File: src/rtl/misc_pipe_pkg.sv
// Shared widths and control-bit positions for pipeline stage registers.
package misc_pipe_pkg;

    localparam int DEFAULT_DATA_W = 16;
    localparam int DEFAULT_CTRL_W = 2;
    localparam int DEFAULT_RD_W   = 3;

    localparam int CTRL_REGWRITE  = 0;
    localparam int CTRL_REGSTORE  = 1;

endpackage

File: src/rtl/pipe_slot.sv
// One storage entry of a pipeline stage: a valid flag plus a payload register.
module pipe_slot
    import misc_pipe_pkg::*;
#(
    parameter int W = DEFAULT_DATA_W
) (
    input  logic         clk,
    input  logic         Reset,
    input  logic         load,
    input  logic         clear,
    input  logic [W-1:0] d,
    output logic         valid,
    output logic [W-1:0] q
);

    // Clear wins over load so a flush always empties the entry; the payload
    // itself only changes on load.
    always_ff @(posedge clk or posedge Reset) begin
        if (Reset) begin
            valid <= 1'b0;
            q     <= '0;
        end else begin
            if (clear)
                valid <= 1'b0;
            else if (load)
                valid <= 1'b1;
            if (load)
                q <= d;
        end
    end

endmodule

File: src/rtl/pipe_stage_reg.sv
// Two-entry skid-buffered pipeline register with flush and bubble control gating.
// Optional stall counter output enabled by defining PIPE_STAGE_STATS_EN.
module pipe_stage_reg
    import misc_pipe_pkg::*;
#(
    parameter int DATA_W = DEFAULT_DATA_W,
    parameter int CTRL_W = DEFAULT_CTRL_W,
    parameter int RD_W   = DEFAULT_RD_W
) (
    input  logic              CLK,
    input  logic              Reset,
    input  logic              flush,
    input  logic              in_valid,
    output logic              in_ready,
    input  logic [CTRL_W-1:0] in_ctrl,
    input  logic [RD_W-1:0]   in_rd,
    input  logic [DATA_W-1:0] in_pcp2,
    input  logic [DATA_W-1:0] in_alu,
    input  logic [DATA_W-1:0] in_store,
    output logic              out_valid,
    input  logic              out_ready,
    output logic [CTRL_W-1:0] out_ctrl,
    output logic [RD_W-1:0]   out_rd,
    output logic [DATA_W-1:0] out_pcp2,
    output logic [DATA_W-1:0] out_alu,
    output logic [DATA_W-1:0] out_store
`ifdef PIPE_STAGE_STATS_EN
    ,
    output logic [15:0]       stall_cnt
`endif
);

    localparam int PW = CTRL_W + RD_W + 3 * DATA_W;

    logic [PW-1:0]     in_bundle;
    logic [PW-1:0]     main_d;
    logic [PW-1:0]     main_q;
    logic [PW-1:0]     skid_q;
    logic              main_valid;
    logic              skid_valid;
    logic              main_load;
    logic              main_clear;
    logic              skid_load;
    logic              skid_clear;
    logic              in_fire;
    logic              out_fire;
    logic              main_free;
    logic [CTRL_W-1:0] main_ctrl;

    assign in_bundle = {in_ctrl, in_rd, in_pcp2, in_alu, in_store};

    // in_ready comes straight from the skid flag register, so out_ready never
    // reaches it combinationally.
    assign in_ready  = !skid_valid;
    assign out_valid = main_valid;
    assign in_fire   = in_valid && in_ready;
    assign out_fire  = main_valid && out_ready;
    assign main_free = !main_valid || out_fire;

    // Main refills from skid when draining with a backlog, otherwise from the
    // input; skid only catches an input that main cannot take this edge.
    always_comb begin
        main_load  = 1'b0;
        main_clear = 1'b0;
        skid_load  = 1'b0;
        skid_clear = 1'b0;
        main_d     = skid_valid ? skid_q : in_bundle;
        if (flush) begin
            main_clear = 1'b1;
            skid_clear = 1'b1;
        end else begin
            if (out_fire && skid_valid) begin
                main_load  = 1'b1;
                skid_clear = 1'b1;
            end else if (in_fire && main_free) begin
                main_load = 1'b1;
            end else if (out_fire) begin
                main_clear = 1'b1;
            end
            if (in_fire && !main_free)
                skid_load = 1'b1;
        end
    end

    pipe_slot #(.W(PW)) u_main (
        .clk   (CLK),
        .Reset (Reset),
        .load  (main_load),
        .clear (main_clear),
        .d     (main_d),
        .valid (main_valid),
        .q     (main_q)
    );

    pipe_slot #(.W(PW)) u_skid (
        .clk   (CLK),
        .Reset (Reset),
        .load  (skid_load),
        .clear (skid_clear),
        .d     (in_bundle),
        .valid (skid_valid),
        .q     (skid_q)
    );

    assign {main_ctrl, out_rd, out_pcp2, out_alu, out_store} = main_q;

    // Bubbles must never carry RegWrite/RegStore downstream.
    assign out_ctrl = main_valid ? main_ctrl : '0;

`ifdef PIPE_STAGE_STATS_EN
    // Saturating count of cycles where a valid output was held back.
    always_ff @(posedge CLK or posedge Reset) begin
        if (Reset)
            stall_cnt <= '0;
        else if (main_valid && !out_ready && stall_cnt != 16'hFFFF)
            stall_cnt <= stall_cnt + 16'd1;
    end
`endif

endmodule

File: config.mk
export PLATFORM = sky130hd
export DESIGN_NAME = pipe_stage_reg
export DESIGN_NICKNAME = d
export VERILOG_FILES = /design/src/rtl/misc_pipe_pkg.sv /design/src/rtl/pipe_slot.sv /design/src/rtl/pipe_stage_reg.sv
export SDC_FILE = /design/constraint.sdc
export NUM_CORES = 1
export LEC_CHECK = 0
export CAP_MARGIN = 25
export CORE_ASPECT_RATIO = 0.7
export CORE_UTILIZATION = 45
export DETAILED_ROUTE_END_ITERATION = 10
export PLACE_DENSITY = 0.72
export SLEW_MARGIN = 20
export SYNTH_ARGS = -nofsm -noshare
export SYNTH_HDL_FRONTEND = slang
export SYNTH_HIERARCHICAL = 1
export SYNTH_SLANG_ARGS = --single-unit
export TNS_END_PERCENT = 30
File: constraint.sdc
create_clock -name CLK -period 3.35 [get_ports CLK]
set_input_delay 0.335 -clock CLK [delete_from_list [all_inputs] [get_ports CLK]]
set_output_delay 0.335 -clock CLK [all_outputs]
set_load 0.03 [all_outputs]
# Yosys cells after proc, flatten, opt, wreduce, memory -nomap -nowiden
# Index checks and enable logic that the tools add are counted.
# Widths: inputs -> output; s select.
[classes]
n_reduce_logical = 11
muxes = 17
[ops]
columns = ["cell", "count"]
rows = [
  ["$mux 53", 1],
  ["$mux 1", 15],
  ["$logic_and 1x1->1", 5],
  ["$reduce_bool 2->1", 2],
  ["$logic_not 1->1", 3],
  ["$mux 2", 1],
  ["$logic_or 1x1->1", 1],
]
[totals]
wordCells = 32
ff_bits = 108
input_bits = 58

# Longest topological paths before layout
[logic_depth]
word_depth = 8
ltp_mapped = 7
depth_no_buf = 3

# Hierarchy
# Netlist, hierarchy kept.
[by_module_without_submodules]
columns = ["module", "area_per_inst_um2", "cells_each", "n_inst", "seq_area_each_um2"]
rows = [
  ["pipe_slot", 2257.2, 115, 2, 1351.3],
  ["pipe_stage_reg", 713.2, 70, 1, 0.0],
]

# Worst setup path before layout
# Ideal clock, no wire load.
[synth_timing]
path_type = "reg2reg"
from = "register u_skid.valid"
to = "register u_skid.q[0]"
setup_ps = 125
arrival_ps = 1681
stages_incl_launch_ff = 7
setup_slack_ps = 1544
path_cell_list = "dfrtp_1 buf_4 nand2b_1 nor4b_1 buf_6 buf_12 mux2_4"
[synth_via]
elab_chain_cells = 5
[synth_rtl]
columns = ["item", "line", "text"]
rows = [
  ["start: declaration", "pipe_slot.sv:12", "output logic valid,"],
  ["start signal: assignment", "pipe_slot.sv:20", "valid <= 1'b0;"],
  ["start signal: assignment", "pipe_slot.sv:24", "valid <= 1'b0;"],
  ["start signal: assignment", "pipe_slot.sv:26", "valid <= 1'b1;"],
  ["$logic_not 1->1", "pipe_stage_reg.sv:54", "assign in_ready = !skid_valid;"],
  ["$logic_and 1x1->1", "pipe_stage_reg.sv:56", "assign in_fire = in_valid && in_ready;"],
  ["$logic_and 1x1->1", "pipe_stage_reg.sv:80", "if (in_fire && !main_free)"],
  ["$mux 1", "pipe_stage_reg.sv:80", ""],
  ["$mux 1", "pipe_stage_reg.sv:68", "if (flush) begin"],
  ["named net skid_load", "pipe_stage_reg.sv:43", "logic skid_load;"],
  ["end signal: assignment", "pipe_slot.sv:21", "q <= '0;"],
  ["end signal: assignment", "pipe_slot.sv:28", "q <= d;"],
  ["end: declaration", "pipe_slot.sv:13", "output logic [W-1:0] q"],
]
# The timed path passes the listed nets, and every way through them passes these cells.
# A chain may end at the register's enable or synchronous reset.

# Worst setup path after layout
[layout_timing]
from = "register u_main.valid"
to = "output port out_ctrl[1]"
[layout_via]
elab_chain_cells = 1
[layout_rtl]
columns = ["item", "line", "text"]
rows = [
  ["start: declaration", "pipe_slot.sv:12", ""],
  ["start signal: assignment", "pipe_slot.sv:20", ""],
  ["start signal: assignment", "pipe_slot.sv:24", ""],
  ["start signal: assignment", "pipe_slot.sv:26", ""],
  ["$mux 2", "pipe_stage_reg.sv:108", "assign out_ctrl = main_valid ? main_ctrl : '0;"],
  ["end: declaration", "pipe_stage_reg.sv:22", "output logic [CTRL_W-1:0] out_ctrl,"],
]
# No other way between the ends.

==> results.md <==
* Outcome: finished clean
* Slew headroom at a little over half
* Fillers at about 800
* Final Instance Area at 6710 um^2
* GRT Overall Usage at 17.99%
* First DRT Iteration DRCs at 79
* Antenna violations before repair at 0
* Worst hold slack at 0.3735 ns
* Reg clk slew, reported paths at around 0.07 ns
* Final hold violations at 0
* Maximum buffer depth of the clock tree at 2
* Postcts setup bufs at 0
* Hold buffers post-CTS at 0
* Critical path arrival at between 1.5 and 2 ns
* Height of the chip at 92.18 um
* Fin cells at 568
* R2r endpoint: u_skid/q[21]
* Most common cell after layout, fill and taps aside: clkdlybuf4s50_1
* Starting density of the core at ~47%
* Total wire length at ~10 mm
* Crit path max-delay family: buffers and inverters
* Core area at about 11000 um^2
* Root buffer cell: clkbuf_16
* Vias in the first global route at roughly 3200
* Syn Nets at roughly 360
* Max Cap Viol at 0
* Leading cell types in the layout, fill and taps excluded: clkdlybuf4s50_1 (112), dfrtp_1 (107), mux2_4 (98)
* Crit Path Class: flop to output port
* Clock Latency Late Sink at between 0.3 and 0.4 ns
* Unrepaired setup endpoints after global routing: no
* Largest net degree at the start of global routing at 55
* Routability Congestion at a little over 0.7
* P&R area growth vs syn at 28.36%
* Leak Pwr at 0.002903 uW
* Grt ovf at 0
* Synth warnings at 6
* Crit-path cells: and2_1 -> clkdlybuf4s50_1
* Max Fclk at 488.7 MHz
* CP endpoint kind: output port
* Clock Sinks at approximately 110
* Vias per Instance at around 5.0
* Slowest CP cell: clkdlybuf4s50_1
* Worst R2R Setup Slack at roughly 1.3 ns
* Worst VDD drop at 0.2771 mV
* Antenna Nets Post-Route at 0
* Vias at 2830
* Final Cycle Share at about three fifths
* Setup-failing EPs final at 0
* Setup TNS at 0 ns
* Post-DP HPWL at between 6 and 7 mm
* Max H-tree Level at 3
* Cells after synthesis at 300
* Required @ worst endpoint at 3.01 ns
* PwrDens at 615.1 nW/um^2
* Global-route wire length before repair at 16.57 mm
* Die Width at 130.8 um
* Synthesized area at 5228 um^2
* Slew Viols, Final at 0
* Worst-Margin Slew at a little under 0.7 ns
* DRC violations left at 0
* Yosys reg bits at ~110
* Number of buffers and inverters on the critical path at 1
* Period minus WS final at 2.046 ns
* Worst r2r src: u_skid/valid
* Count of cell types in the netlist at 16
* Cts bufs inserted at 9
* Fraction of registers with async set/reset at 100.0%
* Port-buffer cells at roughly 110
* Post-synth EDFFs at 0
* PostCTS Resize Cnt at 0
* IO Pins at 113
* Number of diodes at 0
* Site row count at 32
* Share of the yosys chip area belonging to registers at about half
* Fraction of layout cells with a size suffix above 1 at 45.30%
* CP startpoint kind: flop
* CTS tree: yes
* CP max FO at 9
* Worst R2R Path Depth at 4
* Fin Clk Skew at ~0.0050 ns
* Slowest stage delay, CP at between 0.6 and 0.7 ns
* Cell total after placement at around 550
* Die Area at approximately 12000 um^2
* Ys flop type: dfrtp_1
* Mean Syn Cell Area at roughly 17 um^2
* Drt first pass iters at 4
* Area of the multi-input gates at 2263 um^2
* Post-DP Area at approximately 6400 um^2
* Layout Nets at 468
* Register Area at ~2700 um^2
* Routed wire per std cell at ~18 um
* Min-delay worst type: primary input to asynchronous set/reset pin
==> per-layer routing <==
metal,GRT usage [%],part of all wire [%]
met5,0,0
met4,3.352,0.65
met3,5.134,5.2
met2,27.38,45
met1,25.61,49
==> cells by family after synthesis <==
logic type	count (synthesis)	synth area share, %
AO/OA/AOI/OAI	5	1.005
buffers and inverters	22	5.337
flip-flops	108	51.70
multiplexers	159	41.29
AND/OR/NAND/NOR	6	0.6701
==> stage by stage <==
step                power (uW)  worst slack (ns)  utilization (%)
finish                    4127             1.304            60.07
global route              4315             1.213            60.07
CTS                       4174             1.285            60.07
detailed placement        2939             1.094            57.02
global placement          2911             1.133            57.02
floorplan                 2526             1.544                -
==> worst max path at each step <==
stage / start / to / slack [ns] / cells after the start
2_1_floorplan: u_skid/valid / u_skid/q[0] / 1.54 / 6
3_3_place_gp: out_ready / u_main/q[21] / 1.13 / 5
3_5_place_dp: out_ready / u_main/q[21] / 1.09 / 5
4_1_cts: u_main/valid / out_ctrl[0] / 1.28 / 2
5_1_grt: u_main/valid / out_ctrl[1] / 1.21 / 2
6_report: u_main/valid / out_ctrl[1] / 1.30 / 2
==> where the power goes <==
group | total, uW | switching (uW) | internal [uW]
clock | 1210 | 477 | 733
sequential | 1770 | 169 | 1600
combinational | 1150 | 467 | 680
total | 4130 | 1110 | 3010
==> synthesized netlist by cell type (2+ instances only) <==
| master | n | area (um^2) |
|---|---|---|
| buf_4 | 2 | 15.01 |
| buf_2 | 3 | 15.01 |
| o21ba_2 | 2 | 20.02 |
| buf_6 | 3 | 33.78 |
| mux2_4 | 98 | 1471 |
| dfrtp_1 | 108 | 2703 |
| inv_1 | 4 | 15.01 |
| mux2_2 | 61 | 686.9 |
| a31o_2 | 2 | 17.52 |
| and2_1 | 2 | 12.51 |
| buf_12 | 10 | 200.2 |
==> state kept, by name, indices dropped and copies added (netlist names) <==
register and cells:
u_main/q 53, u_main/valid 1, u_skid/q 53, u_skid/valid 1
==> cell type report <==
cell class / count / area share, %
clock buffers: 10 / 3.412
clock inverters: 6 / 1.660
inverters: 4 / 0.2238
multi-input cells: 170 / 33.73
flip-flops and latches: 108 / 40.29
well taps: 153 / 2.853
repair buffers: 117 / 17.83
Note: power is estimated with default switching activity, not from simulation.
==> variant, RTL diff (same settings) <==
Build with the macro `PIPE_STAGE_STATS_EN` defined.
--- a/src/rtl/pipe_stage_reg.sv
+++ b/src/rtl/pipe_stage_reg.sv
@@ -1,5 +1,7 @@
 // Two-entry skid-buffered pipeline register with flush and bubble control gating.
 // Optional stall counter output enabled by defining PIPE_STAGE_STATS_EN.
+`define PIPE_STAGE_STATS_EN
+
 module pipe_stage_reg
     import misc_pipe_pkg::*;
 #(
Function (old outputs only; new: stall_cnt): kept (Yosys induction, for registers that start in step).
==> variant against the original RTL <==
Cell area grew 19%. Sequential cell count grew 16. Setup slack lost 0.41 ns. Power grew 30%. Critical endpoint is now in_ready. Area after synthesis grew 15%. Wire length grew 26%. Non-clock buffer count grew 19. Count of clock-buffer cells in the layout grew 11.
==> variant: results <==
export IMPL_status="completed"
export IMPL_synthXorXnorAreaFrac=0.01016
export IMPL_power_per_cell_area_nw_per_um2=673.0
export IMPL_grt_use_met1=0.2824
export IMPL_synth_area_mux_share=0.3686
export IMPL_dpl_hpwl_um=8290
export IMPL_gp_congestion=0.7476
export IMPL_grt_pass1_wl_um=21000
export IMPL_synth_cell_types=42
export IMPL_drt_wl_total_um=12730
export IMPL_dp_cells=651
export IMPL_wl_met2_um=5540
export IMPL_crit_arrival_ns=2.13
export IMPL_numCtsBuffers=17
export IMPL_grt_max_degree=56
export IMPL_p_leak_nw=3.461
export IMPL_drt_iter0_drc=138
export IMPL_seq_area_frac_synth=0.5141
export IMPL_dpl_worst_slack_ns=0.7281
export IMPL_p_switching_mw=1.482
export IMPL_drt_met1_wl_um=6255
export IMPL_clk_latency_ns=0.41
export IMPL_num_vias=3524
export IMPL_placementRows=34
export IMPL_finalNetCount=567
export IMPL_synth_area_leaders="dfrtp_1 (51%), mux2_4 (24%), mux2_2 (12%)"
export IMPL_n_fill_cell=936
export IMPL_synthCells=372
export IMPL_ys_top_cells_by_count="dfrtp_1 (124), mux2_4 (98), mux2_2 (63)"
export IMPL_wl_met3_um=797
variant: changes by cell type in the layout (fill, tap and decap cells not counted), moves of 3 or more:
cell / unedited run / this run
clkdlybuf4s50_1: 112 / 128
dfrtp_1: 107 / 123
clkbuf_16: 9 / 17
xnor2_1: 0 / 7
nand3_1: 0 / 5
nor2_1: 1 / 5
buf_4: 2 / 5
inv_1: 2 / 5
mux2_1: 0 / 3
nand2_1: 1 / 4
variant: worst paths after layout:
| path | start | end | slack [ns] | cells after the start |
|---|---|---|---|---|
| min in group CLK | u_main/q[18] | u_main/q[18] | 0.51 | 1 |
| hold reg to reg | u_main/q[18] | u_main/q[18] | 0.51 | 1 |
| setup / recovery | u_skid/valid | in_ready | 0.89 | 3 |
| max in group asynchronous | Reset | u_skid/q[42] | 2.29 | 3 |
| setup reg to reg | u_main/valid | u_skid/q[21] | 0.91 | 5 |
| hold / removal | Reset | u_main/q[3] | 0.25 | 2 |
